==> src/rtl/router_pkg.sv <==
// Shared types and helpers for the router egress path: FSM encoding, header
// layout and the rotating-priority channel search used by the egress arbiter.
package router_pkg;

  typedef enum logic [1:0] {
    IDLE  = 2'd0,
    XFER  = 2'd1,
    DRAIN = 2'd2
  } state_e;

  localparam int HDR_LEN_LSB = 2;
  localparam int NUM_CH      = 3;

  typedef struct packed {
    logic       found;
    logic [1:0] pick;
  } rr_pick_t;

  // Farthest candidate is visited first so the nearest non-empty one wins.
  function automatic rr_pick_t next_rr(input logic [1:0] grant, input logic [2:0] empty);
    rr_pick_t   r;
    logic [1:0] ch;
    r.found = 1'b0;
    r.pick  = grant;
    for (int k = NUM_CH; k >= 1; k--) begin
      ch = 2'((int'(grant) + k) % NUM_CH);
      if (!empty[ch]) begin
        r.found = 1'b1;
        r.pick  = ch;
      end
    end
    return r;
  endfunction

endpackage

==> src/rtl/router_rr_pick.sv <==
// Combinational 3-way rotating-priority picker: searches from grant+1 for the
// first channel whose empty bit is clear.
module router_rr_pick
  import router_pkg::*;
(
  input  logic [1:0] grant_i,
  input  logic [2:0] empty_i,
  output logic       found_o,
  output logic [1:0] pick_o
);

  rr_pick_t pick_res;

  always_comb pick_res = next_rr(grant_i, empty_i);

  assign found_o = pick_res.found;
  assign pick_o  = pick_res.pick;

endmodule

==> src/rtl/router_egress_arb.sv <==
// Round-robin egress scheduler for the three router FIFOs: moves one whole
// packet at a time onto a valid/ready link, flushing a FIFO whose packet stalls.
module router_egress_arb
  import router_pkg::*;
#(
  parameter int WIDTH   = 8,
  parameter int TIMEOUT = 30,
  parameter int TCNT_W  = 5
) (
  input  logic             clock,
  input  logic             resetn,
  input  logic             fifo_empty_0,
  input  logic             fifo_empty_1,
  input  logic             fifo_empty_2,
  input  logic [WIDTH-1:0] data_out_0,
  input  logic [WIDTH-1:0] data_out_1,
  input  logic [WIDTH-1:0] data_out_2,
  output logic             read_enb_0,
  output logic             read_enb_1,
  output logic             read_enb_2,
  output logic [WIDTH-1:0] out_data,
  output logic             out_valid,
  input  logic             out_ready,
  output logic             soft_reset_0,
  output logic             soft_reset_1,
  output logic             soft_reset_2,
  output logic [1:0]       grant,
  output logic             busy
);

  localparam int REM_W = WIDTH - HDR_LEN_LSB + 1;

  state_e             state_q, state_d;
  logic [1:0]         grant_q, grant_d;
  logic               rd_pend_q, rd_pend_d;
  logic               hdr_seen_q, hdr_seen_d;
  logic [REM_W-1:0]   remaining_q, remaining_d;
  logic [TCNT_W-1:0]  wdog_q, wdog_d;
  logic [WIDTH-1:0]   out_data_q, out_data_d;
  logic               out_valid_q, out_valid_d;
  logic [2:0]         soft_reset_q, soft_reset_d;

  logic [2:0]         empty_vec;
  logic [2:0]         rd_en;
  logic               empty_g;
  logic [WIDTH-1:0]   data_g;
  logic               rd_issue;
  logic               stall;
  logic               handshake;
  logic               pick_found;
  logic [1:0]         pick_ch;

  assign empty_vec = {fifo_empty_2, fifo_empty_1, fifo_empty_0};

  always_comb begin
    empty_g = fifo_empty_0;
    data_g  = data_out_0;
    case (grant_q)
      2'd1: begin
        empty_g = fifo_empty_1;
        data_g  = data_out_1;
      end
      2'd2: begin
        empty_g = fifo_empty_2;
        data_g  = data_out_2;
      end
      default: ;
    endcase
  end

  // A channel being flushed this cycle may still look non-empty; skip it.
  router_rr_pick u_pick (
    .grant_i (grant_q),
    .empty_i (empty_vec | soft_reset_q),
    .found_o (pick_found),
    .pick_o  (pick_ch)
  );

  assign stall     = out_valid_q && !out_ready;
  assign handshake = out_valid_q && out_ready;

  always_comb begin
    state_d      = state_q;
    grant_d      = grant_q;
    rd_pend_d    = rd_pend_q;
    hdr_seen_d   = hdr_seen_q;
    remaining_d  = remaining_q;
    wdog_d       = wdog_q;
    out_data_d   = out_data_q;
    out_valid_d  = out_valid_q;
    soft_reset_d = 3'b000;
    rd_issue     = 1'b0;

    case (state_q)
      IDLE: begin
        wdog_d      = '0;
        rd_pend_d   = 1'b0;
        out_valid_d = 1'b0;
        if (pick_found) begin
          grant_d    = pick_ch;
          hdr_seen_d = 1'b0;
          state_d    = XFER;
        end
      end

      XFER, DRAIN: begin
        if (handshake) out_valid_d = 1'b0;

        if (state_q == XFER) begin
          // A read is only issued when the output slot will be free on load.
          rd_issue  = !rd_pend_q && !empty_g && (!hdr_seen_q || remaining_q != '0) &&
                      (!out_valid_q || out_ready);
          rd_pend_d = rd_issue;
          if (rd_pend_q) begin
            out_data_d  = data_g;
            out_valid_d = 1'b1;
            if (!hdr_seen_q) begin
              hdr_seen_d  = 1'b1;
              remaining_d = REM_W'(data_g >> HDR_LEN_LSB) + REM_W'(1);
            end else begin
              remaining_d = remaining_q - 1'b1;
            end
          end
          if (hdr_seen_q && remaining_q == '0 && !rd_pend_q) state_d = DRAIN;
        end else if (!out_valid_q || out_ready) begin
          state_d = IDLE;
        end

        if (handshake) begin
          wdog_d = '0;
        end else if (stall) begin
          if (wdog_q == TCNT_W'(TIMEOUT - 1)) begin
            soft_reset_d = 3'b001 << grant_q;
            out_valid_d  = 1'b0;
            rd_pend_d    = 1'b0;
            wdog_d       = '0;
            state_d      = IDLE;
          end else begin
            wdog_d = wdog_q + 1'b1;
          end
        end
      end

      default: state_d = IDLE;
    endcase
  end

  assign rd_en = rd_issue ? (3'b001 << grant_q) : 3'b000;

  always_ff @(posedge clock) begin
    if (!resetn) begin
      state_q      <= IDLE;
      grant_q      <= 2'd2;
      rd_pend_q    <= 1'b0;
      hdr_seen_q   <= 1'b0;
      remaining_q  <= '0;
      wdog_q       <= '0;
      out_data_q   <= '0;
      out_valid_q  <= 1'b0;
      soft_reset_q <= 3'b000;
    end else begin
      state_q      <= state_d;
      grant_q      <= grant_d;
      rd_pend_q    <= rd_pend_d;
      hdr_seen_q   <= hdr_seen_d;
      remaining_q  <= remaining_d;
      wdog_q       <= wdog_d;
      out_data_q   <= out_data_d;
      out_valid_q  <= out_valid_d;
      soft_reset_q <= soft_reset_d;
    end
  end

  assign read_enb_0   = rd_en[0];
  assign read_enb_1   = rd_en[1];
  assign read_enb_2   = rd_en[2];
  assign soft_reset_0 = soft_reset_q[0];
  assign soft_reset_1 = soft_reset_q[1];
  assign soft_reset_2 = soft_reset_q[2];
  assign out_data     = out_data_q;
  assign out_valid    = out_valid_q;
  assign grant        = grant_q;
  assign busy         = (state_q != IDLE);

endmodule

==> config.mk <==
export PLATFORM = sky130hd
export DESIGN_NAME = router_egress_arb
export DESIGN_NICKNAME = d
export VERILOG_FILES = /design/src/rtl/router_pkg.sv /design/src/rtl/router_rr_pick.sv /design/src/rtl/router_egress_arb.sv
export SDC_FILE = /design/constraint.sdc
export NUM_CORES = 1
export LEC_CHECK = 0
export ABC_CLOCK_PERIOD_IN_PS = 2800
export BUFFER_PORTS_ARGS = -buffer_cell sky130_fd_sc_hd__buf_2
export CORE_MARGIN = 2
export CORE_UTILIZATION = 30
export CTS_CLUSTER_SIZE = 14
export DETAILED_ROUTE_END_ITERATION = 6
export PLACE_DENSITY = 0.49
export SLEW_MARGIN = 10
export SYNTH_ARGS = -nofsm -noshare
export SYNTH_HDL_FRONTEND = slang
export SYNTH_SLANG_ARGS = --single-unit
==> constraint.sdc <==
create_clock -name clock -period 2.8 [get_ports clock]
set_input_delay 0.42 -clock clock [delete_from_list [all_inputs] [get_ports clock]]
set_output_delay 0.42 -clock clock [all_outputs]
set_load 0.02 [all_outputs]
==> summary by stage <==
Outcome
The run finished with clean final reports.

Power and ir drop
Of the total power, combinational logic draws 0.564. The static power due to leakage is a little under 1 nW. Dividing total power by cell area gives a power density of approximately 870 nW/um2. The switching portion of total power is 0.4596. The power share of the clock group is 0.182. The share of total power in sequential cells is 0.254. IR analysis of the VDD net gives a maximum drop of 0.0004456 V.

The total power draw is between 0.002 and 0.0025 W. The internal power of the cells is approximately 0.0011 W. For this design the total switching power over the nets is approximately 0.00094 W.

Placed design
The wire-length estimate of the detail-placed layout is ~4.2 mm. The final RePlAce weighted congestion is 0.8052. The number of I/O port buffers is 47.

Route
In this run the remaining antenna-violating nets after routing total 0. After detailed routing, the average wire length per cell comes to about 15 um. Using the TritonRoute via totals, the vias-per-cell ratio works out to approximately 5.2. The number of optimization iterations in the first detailed-route pass is 4. In the routed design, unresolved DRC markers number 0. In this run, the number of DRC markers left after iteration 0 of detailed routing was 100.

The total number of vias is between 1.5k and 2k. The wire length reported by the detailed router is 5.465 mm.

Die
The effective utilization at floorplan is 0.3098. The placeable core region is ~6300 um2. The number of cell rows is 29. The width of the chip is between 80 and 90 um. The count of boundary I/O pins is 48.

The die covers approximately 7200 um2. The height of the die is roughly 85 um.

Cells and area
After filler insertion, the fill cell instance count of the layout stands at between 600 and 700. In the final layout, the share of cells above drive strength 1 is 0.2508. The number of antenna diodes in the final layout is 0. The most common cell after layout, fill and taps aside is sky130_fd_sc_hd__buf_2. The net total in the final layout is between 300 and 400.

In the layout the commonest cells are sky130_fd_sc_hd__buf_2, sky130_fd_sc_hd__nor2_1, sky130_fd_sc_hd__dfxtp_1. The utilization of the core after routing is 0.3732. Compared with the post-synthesis result, the final layout area differs by 20.48%.

Synthesis
In this run the cell area of the synthesized design comes to between 1500 and 2000 um2. In this run, distinct cell masters in the synthesized netlist total 56. The most used flip-flop cell after synthesis is sky130_fd_sc_hd__dfxtp_1. The share of flip-flops with an asynchronous set or reset after synthesis is 0. The register bit count reported by yosys is 30.

The mean cell area of the mapped netlist is just under 8 um2. The net count after synthesis is approximately 290. During synthesis, Yosys emitted a total of 0 warnings. The share of the Yosys chip area taken by registers is 0.3053. The number of synthesized flops with an enable pin is 0. Synthesis handed over a netlist of 250 instances.

STA
The clock arrives with about 8.6 ps of skew. The transition at the pin with the smallest max-transition slack is around 780 ps. The final critical-path share of the clock period is 0.8887. The setup TNS after final layout is 0 ps. The final-report max-slew violation count is 0. The final number of hold-violating endpoints was 0. Setup repair after global routing left no endpoint under its margin. The maximum clock rate is about 0.4 GHz.

Setup violations remaining at the end of the flow were counted as 0. The max-slew headroom at the worst pin is 0.4773. After layout, the minimum clock period comes to about 2500 ps.

Global route
The first global-routing pass estimated between 9 and 10 mm of wire. The largest net degree at the start of global routing is 23. The global-route usage over all layers is 0.1567. The via count of the first global-routing pass came to roughly 1.9k. The final global-route overflow total is 0. The initial antenna violation count was 0.

Flow run
The number of max-cap violations is 0.

Worst setup path
The critical path goes through inv_1, ha_2, a22oi_1, a21oi_1, nor3_1, nand2_1, nor2_1, buf_2. The setup check on the worst reg-to-reg path leaves a slack of ~600 ps. Among cell families on the critical path, the largest total delay comes from simple AND/OR/NAND/NOR gates. For this design, the slowest cell found on the critical path is sky130_fd_sc_hd__dfxtp_1. The capturing element of the worst setup path is read_enb_1.

Of all nets on the critical path, the largest fanout is 14. The kind of end point of the critical path is an output port. For the worst flop-to-flop path, the logic depth is 8.

The reg-to-reg critical path endpoint is remaining_q[6]. The critical path's largest stage delay is 370 ps. For the worst setup path, the data required time is ~2400 ps.

The critical register-to-register path startpoint is grant[1]. The startpoint type of the worst setup path is a flip-flop. In this run the number of cells on the critical path is 8. The buffers plus inverters on the worst setup path is 2. Tracing the worst setup path back leads to its startpoint at grant[1]. The setup path with the least slack is of type reg2out. The endpoint arrival time on the critical path is approximately 2100 ps.

Clocking
The tree is rooted in a sky130_fd_sc_hd__clkbuf_8. The number of buffers inserted to repair setup after CTS is 0. The number of buffers created by CTS is 5.

Clock latency on the worst-skew pair, taken at its later pin, is about 290 ps. The CTS tree is done. The number of gates resized after CTS was 0. After clock tree synthesis, the clock-pin slew on the worst setup and hold paths is around 70 ps. The maximum level of the CTS H-tree is 2.

The tree built by TritonCTS fans out to 30 sinks. The number of buffers between clock root and the deepest sink is 2. The count of hold-fix buffers inserted at cts is 0.

Hold path
The tightest min-delay check is of the in2reg type.
-- area by class of cell --
type,instances,area (um2),area share
inverters,13,48.80,0.02059
well taps,77,96.34,0.04065
multi-input cells,196,1260,0.5317
clock buffers,7,86.33,0.03643
flip-flops and latches,30,600.6,0.2534
clock inverters,1,5.005,0.002112
repair buffers,52,272.8,0.1151
-- worst min path at each step --
stage | endpoint | cells past startpoint | slack (ps) | startpoint
6_report | grant[1] | 2 | 440 | resetn
5_1_grt | grant[1] | 2 | 480 | resetn
4_1_cts | grant[1] | 2 | 450 | resetn
3_5_place_dp | out_data[2] | 2 | 450 | out_data[2]
3_3_place_gp | out_data[3] | 2 | 450 | out_data[3]
2_1_floorplan | remaining_q[1] | 2 | 440 | remaining_q[1]
-- worst register-to-register path, cell delays in order (launching register included) --
cell                       delay (ps)
sky130_fd_sc_hd__dfxtp_1          370
sky130_fd_sc_hd__inv_1             90
sky130_fd_sc_hd__ha_2             470
sky130_fd_sc_hd__buf_4            200
sky130_fd_sc_hd__a21oi_4           70
sky130_fd_sc_hd__ha_1             220
sky130_fd_sc_hd__and3_1           160
sky130_fd_sc_hd__and4bb_2         220
sky130_fd_sc_hd__o31a_1           280
-- synthesized netlist by cell type (6+ instances only) --
cell type / instances / share of area
sky130_fd_sc_hd__inv_1: 13 / 0.025
sky130_fd_sc_hd__dfxtp_1: 30 / 0.31
sky130_fd_sc_hd__a21oi_1: 24 / 0.061
sky130_fd_sc_hd__nand2_1: 29 / 0.055
sky130_fd_sc_hd__o21ai_0: 11 / 0.028
sky130_fd_sc_hd__nor2_1: 31 / 0.059
sky130_fd_sc_hd__a211oi_1: 6 / 0.023
sky130_fd_sc_hd__a22oi_1: 7 / 0.027
sky130_fd_sc_hd__clkbuf_1: 6 / 0.011
sky130_fd_sc_hd__ha_1: 12 / 0.076
sky130_fd_sc_hd__or3_1: 8 / 0.025
sky130_fd_sc_hd__nand3_1: 6 / 0.015
-- metrics by stage --
stage	cell area [um2]	setup WS, ps	instances	hold WS (ps)
6_report	2370	311.7	376	441.7
3_5_place_dp	2271	482.8	368	451.6
3_3_place_gp	2271	471.8	368	451.6
4_1_cts	2362	153.3	376	445.7
2_1_floorplan	1967	356.0	250	441.0
5_1_grt	2370	23.05	376	480.4
-- per-layer routing --
layer,share of wire,GRT usage,routed length [um],vias to the layer above
met5,0,0,0,-
met4,0.013,0.03752,69,0
met3,0.046,0.03988,249,6
met2,0.47,0.2571,2594,47
met1,0.47,0.2067,2552,915
li1,-,-,-,1005
-- state kept, by name (all words and copies together), names as in the netlist --
signal / count
grant: 2
hdr_seen_q: 1
out_data: 8
out_valid: 1
rd_pend_q: 1
remaining_q: 7
soft_reset_q: 3
state_q: 2
wdog_q: 5
-- cell families (layout without fill, tap and decap cells) --
logic type,Yosys count,after routing,synth area share
XOR/XNOR,1,1,0.004454
flip-flops,30,30,0.3053
AO/OA/AOI/OAI,77,77,0.2748
AND/OR/NAND/NOR,101,101,0.2551
buffers and inverters,24,73,0.05788
adder cells (fa/ha/maj),12,12,0.07633
multiplexers,5,5,0.02608
-- power by group through the flow --
stage               clock, W  combinational [W]  sequential [W]
floorplan                  0           0.000886        0.000527
global placement           0            0.00116        0.000527
detailed placement         0            0.00115        0.000531
CTS                 0.000383            0.00116        0.000522
global route        0.000406            0.00130        0.000532
finish              0.000374            0.00116        0.000521
No activity file was read; power rests on OpenSTA's default activity.
